### config.mk
export PLATFORM = sky130hd
export DESIGN_NAME = instruction_loader
export DESIGN_NICKNAME = d
export VERILOG_FILES = /design/src/rtl/instruction_loader.sv
export SDC_FILE = /design/constraint.sdc
export NUM_CORES = 1
export LEC_CHECK = 0
export ABC_CLOCK_PERIOD_IN_PS = 2520
export CELL_PAD_IN_SITES_DETAIL_PLACEMENT = 1
export CELL_PAD_IN_SITES_GLOBAL_PLACEMENT = 2
export CORE_ASPECT_RATIO = 0.5
export CORE_MARGIN = 2
export CORE_UTILIZATION = 31
export CTS_CLUSTER_SIZE = 25
export DETAILED_ROUTE_END_ITERATION = 16
export PLACE_DENSITY_LB_ADDON = 0.12
export SLEW_MARGIN = 20
export SYNTH_ARGS = -nofsm -noshare
export SYNTH_HDL_FRONTEND = slang
export SYNTH_SLANG_ARGS = --single-unit
### constraint.sdc
create_clock -name i_clock -period 2.52 [get_ports i_clock]
set_input_delay 0.378 -clock i_clock [delete_from_list [all_inputs] [get_ports i_clock]]
set_output_delay 0.378 -clock i_clock [all_outputs]
set_load 0.005 [all_outputs]
### src/rtl/instruction_loader.sv
// Assembles MSB-first byte streams into instruction words and writes them to
// instruction memory until a halt word is written or the memory is full.
module instruction_loader #(
    parameter int unsigned MEMORY_WIDTH = 32,
    parameter int unsigned MEMORY_DEPTH = 64,
    parameter int unsigned NB_ADDR      = 32,
    parameter int unsigned NB_BYTE      = 8,
    parameter logic [MEMORY_WIDTH-1:0] HALT_WORD = 32'hFFFFFFFF
) (
    input  logic                    i_clock,
    input  logic                    i_reset_n,
    input  logic                    i_start,
    input  logic                    i_rx_valid,
    input  logic [NB_BYTE-1:0]      i_rx_data,
    output logic                    o_write_enable,
    output logic [NB_ADDR-1:0]      o_write_addr,
    output logic [MEMORY_WIDTH-1:0] o_write_data,
    output logic                    o_busy,
    output logic                    o_done,
    output logic [NB_ADDR-1:0]      o_word_count
);

    typedef enum logic [1:0] {IDLE, RECEIVE, WRITE, DONE} state_t;

    localparam logic [NB_ADDR-1:0] LAST_ADDR = NB_ADDR'(MEMORY_DEPTH - 1);

    state_t                   r_state;
    logic [1:0]               r_byte_cnt;
    logic [3*NB_BYTE-1:0]     r_buffer;
    logic [NB_ADDR-1:0]       r_addr;

    logic [MEMORY_WIDTH-1:0]  w_shifted;
    logic                     w_last_word;

    // Only three bytes are ever held; the fourth completes the word directly.
    assign w_shifted   = {r_buffer, i_rx_data};
    assign w_last_word = (o_write_data == HALT_WORD) || (r_addr == LAST_ADDR);

    always_ff @(posedge i_clock) begin
        if (!i_reset_n) begin
            r_state        <= IDLE;
            r_byte_cnt     <= '0;
            r_buffer       <= '0;
            r_addr         <= '0;
            o_write_enable <= 1'b0;
            o_write_addr   <= '0;
            o_write_data   <= '0;
            o_busy         <= 1'b0;
            o_done         <= 1'b0;
            o_word_count   <= '0;
        end else begin
            o_write_enable <= 1'b0;
            case (r_state)
                IDLE, DONE: begin
                    if (i_start) begin
                        r_state      <= RECEIVE;
                        r_byte_cnt   <= '0;
                        r_buffer     <= '0;
                        r_addr       <= '0;
                        o_word_count <= '0;
                        o_busy       <= 1'b1;
                        o_done       <= 1'b0;
                    end
                end
                RECEIVE: begin
                    if (i_rx_valid) begin
                        r_buffer <= w_shifted[3*NB_BYTE-1:0];
                        if (r_byte_cnt == 2'd3) begin
                            r_byte_cnt     <= '0;
                            r_state        <= WRITE;
                            o_write_enable <= 1'b1;
                            o_write_addr   <= r_addr;
                            o_write_data   <= w_shifted;
                        end else begin
                            r_byte_cnt <= r_byte_cnt + 2'd1;
                        end
                    end
                end
                WRITE: begin
                    o_word_count <= o_word_count + NB_ADDR'(1);
                    if (w_last_word) begin
                        r_state <= DONE;
                        o_busy  <= 1'b0;
                        o_done  <= 1'b1;
                    end else begin
                        r_addr  <= r_addr + NB_ADDR'(1);
                        r_state <= RECEIVE;
                        // A byte arriving during the write starts the next word.
                        if (i_rx_valid) begin
                            r_buffer   <= w_shifted[3*NB_BYTE-1:0];
                            r_byte_cnt <= 2'd1;
                        end
                    end
                end
                default: r_state <= IDLE;
            endcase
        end
    end

endmodule

==> impl_metrics.csv, run 1 <==
group,metric,value,unit
pwr,vdd_drop_max,0.309,mV
yosys,syn_area,6820,µm²
place,portBuffers,110,
cells_and_area,fillers,2560,
pwr,powerDensity,631,nW/µm²
die,initial_core_util,31.5,%
cts,cts_tree,"done",
timing,fin_worst_skew,0.00956,ns
pwr,p_leak,3.06,nW
cells_and_area,drive_gt1_share,13.2,%
cts,cts-buffers-inserted,17,
yosys,synth-xor-area-share,3.08,%
yosys,ys.flop_type,"dfxtp_1",
yosys,synth_compound_area_share,16.7,%
die,dieHeight,109,µm
critical_path,crit_chain,"inv_1 > ha_1 > buf_4 > nor2b_1 > nor2_1 > nand2_2 > o31ai_1",
routing,vias_per_cell,5.10,
cts,path_clk_slew,0.07,ns
routing,routed_wl,22.3,mm
routing,drt_first_pass_iters,4,
yosys,synth_fa_ha_area_share,1.10,%
cells_and_area,instances_no_fill,1289,
yosys,synth_cell_types,63,
critical_path,worst_setup_path_end_kind,"register",
cts,clk_latency,0.44,ns
routing,wl_per_cell,17.3,µm
timing,timing.final.crit_share,95.1,%
die,fp.dieW,214,µm
routing,drc_errors,0,
cells_and_area,final_core_util,42.6,%
yosys,ys_ff_latch,159,
timing,slew_headroom,48.4,%
die,design.core.area,21600,µm²
yosys,syn-num-nets,860,
critical_path,cp_top_family,"simple AND/OR/NAND/NOR gates",
timing,worst_slack,0.124,ns
pwr,total_power,5.81,mW
cells_and_area,mostFrequentLayoutCells,"nand2_1, dfxtp_1, a21oi_1",
place,place_area,8560,µm²
critical_path,cp.arrival,2.74,ns
cts,cts_hold_buf,0,
cells_and_area,syn_to_final_growth,35.0,%
timing,worst_slew_pin_slew,0.772,ns
cells_and_area,layout_commonest_cell,"nand2_1",
cells_and_area,antennaDiodeCount,0,
cells_and_area,final_area,9210,µm²
cts,clock_sinks,159,
routing,drtIter0Drc,331,
critical_path,worst_path_max_delay_cell,"nor2_1",
cts,cts_buffer_depth,2,
yosys,synth-seq-area-share,46.7,%
timing,whs,0.454,ns
timing,fmax,417,MHz
flow_run,drv_cap,0,
min_path,hp-class,"reg2reg",
critical_path,start_kind,"register",
cells_and_area,final_nets,994,
grt,grt_first_pass_wirelength,35.6,mm
run_status,status,"complete, no violations",
critical_path,crit_type,"reg2reg",
cts,htree_levels,4,
critical_path,max_stage_delay,0.63,ns
place,place_ws,0.0688,ns
yosys,synth_top_family_by_area,"simple AND/OR/NAND/NOR gates",
die,io_pins,111,
routing,ant_nets,0,
die,row_count,38,
critical_path,path_max_fanout,7,
yosys,synthMuxAreaShare,0.477,%
timing,finalSetupViolCount,0,
timing,hold_violations,0,
timing,tns,0,ns
timing,fin_crit,2.40,ns
yosys,synthSimpleGateAreaFrac,28.5,%
critical_path,crit_buf_inv,2,
cts,clock-root-buffer,"clkbuf_16",
critical_path,cp.required,2.86,ns
place,dp.cells,1254,
timing,slew_violations,0,
die,die-area,23300,µm²
grt,grt_usage,19.8,%
grt,grt-ovfl-total,0,
grt,grt_max_degree,71,
grt,grt_pass1_vias,6730,
yosys,async_flop_share,0,%
yosys,synth_edf_count,0,
place,dpl.hpwl,15.6,mm
routing,via_count,6572,
yosys,synthCells,842,
place,gp_congestion,0.815,
yosys,synth_warnings,0,
yosys,synth_area_per_cell,8.10,µm²
grt,antenna_found_initial,0,
==> logic make-up (layout without fill, tap and decap cells) <==
family,Yosys count,in the layout
AND/OR/NAND/NOR,395,395
AO/OA/AOI/OAI,194,194
flip-flops,159,159
buffers and inverters,61,208
XOR/XNOR,24,24
adder cells (fa/ha/maj),6,6
multiplexers,3,3
==> cell usage after synthesis (12+ instances only) <==
cell | count | area share, %
nor2_1 | 48 | 2.6
dfxtp_1 | 159 | 47
clkbuf_1 | 37 | 2.0
or3b_2 | 24 | 3.1
nand2_1 | 197 | 11
o21ai_0 | 13 | 0.95
a21oi_1 | 115 | 8.4
nand4_1 | 20 | 1.8
and3_1 | 15 | 1.4
nand3_1 | 34 | 2.5
o21ai_1 | 14 | 1.0
o31ai_1 | 12 | 1.3
xor2_1 | 18 | 2.3
==> area by class of cell <==
type	instances	area [µm²]	share of cell area [%]
Multi-Input combinational cell	622	3430	37.3
Tap cell	300	375	4.08
Clock inverter	15	184	2.00
Sequential cell	159	3180	34.6
Clock buffer	17	425	4.62
Inverter	10	37.5	0.408
Timing Repair Buffer	166	1570	17.1
==> tightest hold or removal path: stages, from the launching register on <==
cell and delay (ns):
dfxtp_1 0.31, nand2_1 0.05, a21oi_1 0.05
==> worst paths after layout <==
path              cells past startpoint  slack [ns]      endpoint         start
setup / recovery                      7        0.12     r_addr[5]    r_state[0]
hold / removal                        2        0.45  r_buffer[22]  r_buffer[22]
setup reg to reg                      7        0.12     r_addr[5]    r_state[0]
hold reg to reg                       2        0.45  r_buffer[22]  r_buffer[22]
==> registers in the layout, summed over array words and instances (netlist names), 2 cells and up <==
register      count
o_write_data     32
o_word_count     32
r_buffer         24
r_addr           32
r_state           2
o_write_addr     32
r_byte_cnt        2
==> power by group <==
part           internal, mW  switching, mW
combinational         0.187          0.338
clock                  1.57           1.15
sequential             2.54         0.0242
total                  4.30           1.51
==> timing repair <==
action                     CTS  global route
setup endpoints to repair    0            37
hold endpoints to repair     0             0
resized for setup            0             5
setup buffers                0             3
==> routing by layer <==
layer,up-vias,track usage (%),part of all wire [%]
li1,3221,-,-
met5,-,0,0
met1,3251,26.1,50
met3,23,4.09,3.0
met2,77,32.5,46
met4,0,6.89,1.5
Note: power is estimated with default switching activity, not from simulation.
==> run 2: changes to the inputs <==
- CORE_MARGIN: 2 -> not set
==> run 2 against run 1 <==
Clock-buffer cell count up 5. Global-route usage is 0.29 points higher. Sequential cell count is the same. Critical path type unchanged.
==> impl_metrics.csv, run 2 (synthesized netlist as in run 1, its figures left out) <==
group,metric,value,unit
routing,ant_nets,0,
cts,path_clk_slew,0.07,ns
timing,finalSetupViolCount,0,
cts,clock-root-buffer,"clkbuf_16",
cells_and_area,final_core_util,43.7,%
grt,grt_first_pass_wirelength,35.5,mm
cells_and_area,fillers,2473,
place,portBuffers,110,
cells_and_area,mostFrequentLayoutCells,"nand2_1, dfxtp_1, a21oi_1",
die,dieHeight,107,µm
place,gp_congestion,0.803,
timing,fin_crit,2.41,ns
cells_and_area,multi_input_area,3430,µm²
pwr,vdd_drop_max,0.381,mV
die,fp.dieW,212,µm
cts,cts-buffers-inserted,17,
pwr,powerDensity,617,nW/µm²
cts,htree_levels,4,
die,design.core.area,21100,µm²
pwr,p_leak,3.08,nW
routing,routed_wl,22.2,mm
timing,timing.final.crit_share,95.8,%
cells_and_area,syn_to_final_growth,35.0,%
grt,grt_usage,20.1,%
cells_and_area,seq_area,3180,µm²
critical_path,path_max_fanout,5,
critical_path,r2r_slack,0.11,ns
cts,cts_buffer_depth,2,
critical_path,start_kind,"register",
grt,grt_pass1_vias,6620,
critical_path,ff2ff_path_depth,7,
critical_path,cp_common_cell,"nand4_1",
flow_run,drv_cap,0,
cells_and_area,final_nets,998,
cts,clock_sinks,159,
run_status,status,"complete, no violations",
grt,grt-ovfl-total,0,
critical_path,max_stage_delay,0.57,ns
cts,cts_hold_buf,0,
critical_path,crit_type,"reg2reg",
critical_path,worst_setup_path_end_kind,"register",
critical_path,worst_path_max_delay_cell,"or4b_4",
routing,via_count,6601,
timing,hold_violations,0,
die,initial_core_util,32.4,%
timing,slew_headroom,60.8,%
timing,rsz0062_at_grt,"false",
routing,drc_errors,0,
grt,grt_max_degree,53,
routing,wl_per_cell,17.3,µm
critical_path,cp.required,2.89,ns
timing,worst_slew_pin_slew,0.588,ns
cells_and_area,drive_gt1_share,13.4,%
die,die-area,22600,µm²
critical_path,crit_chain,"nand4_1 > or4b_4 > nor3b_4 > buf_4 > nand4_1 > or3b_1 > a21oi_1",
routing,drtIter0Drc,347,
place,dpl.hpwl,15.3,mm
place,dp.cells,1244,
die,row_count,37,
cts,clk_latency,0.44,ns
pwr,total_power,5.69,mW
min_path,hp-class,"reg2reg",
timing,tns,0,ns
critical_path,cp.arrival,2.78,ns
timing,fmax,414,MHz
grt,antenna_found_initial,0,
routing,vias_per_cell,5.14,
timing,slew_violations,0,
cells_and_area,layout_commonest_cell,"nand2_1",
place,place_ws,0.0380,ns
routing,drt_first_pass_iters,4,
cts,cts_tree,"done",
min_path,min_path_cells,2,
cells_and_area,instances_no_fill,1285,
timing,fin_worst_skew,0.0118,ns
timing,worst_slack,0.106,ns
die,io_pins,111,
cells_and_area,antennaDiodeCount,0,
-- run 2: cell types whose count changed in the layout (fill, tap and decap cells not counted), sizes merged --
| cell | before | now |
|---|---|---|
| inv | 15 | 10 |
| clkinv | 5 | 6 |
| buf | 56 | 59 |
| bufinv | 3 | 2 |
| clkbuf | 17 | 23 |
-- run 2: final timing paths --
check | from | end
worst max-delay path | r_addr[15] | r_addr[31]
worst min-delay path | o_write_addr[12] | o_write_addr[12]
worst max register to register | r_addr[15] | r_addr[31]
worst min register to register | o_write_addr[12] | o_write_addr[12]
-- run 2: repair_timing --
| item | in CTS | in global routing |
|---|---|---|
| gates resized for setup | 0 | 8 |
| setup buffers | 0 | 8 |
| endpoints found under the setup margin | 0 | 47 |
-- run 2: stage by stage --
stage	hold slack [ns]	cell area, µm²
3_5_place_dp	0.450	8520
4_1_cts	0.459	9100
2_1_floorplan	0.432	6820
6_report	0.454	9210
5_1_grt	0.479	9210
3_3_place_gp	0.443	8520
-- run 2: worst max-delay path: cells and delay by family (launching register included) --
family,cells,cell delay (ns)
buf+inv,1,0.20
simple gates,5,1.59
flops,1,0.42
compound gates,1,0.14
-- run 2: layout make-up --
type                       instances  share of cell area (%)
clock inverter                    10                    1.22
clock buffer                      22                    5.04
sequential                       159                    34.6
timing repair buffer             170                    17.5
multi-input combinational        622                    37.3
inverter                          10                   0.407
tap                              292                    3.97
-- run 2: routing by layer --
layer,global-route usage [%],share of wire (%),vias up
li1,-,-,3223
met1,27.1,50,3251
met2,32.2,46,108
met3,4.48,3.6,19
met4,5.80,0.97,0
met5,0,0,-
-- run 2: report_power, final --
part	internal, mW	switching [mW]	leakage, nW	total [mW]
clock network	1.51	1.07	0.280	2.58
logic	0.196	0.343	1.51	0.539
registers	2.54	0.0237	1.28	2.57
total	4.25	1.44	3.08	5.69
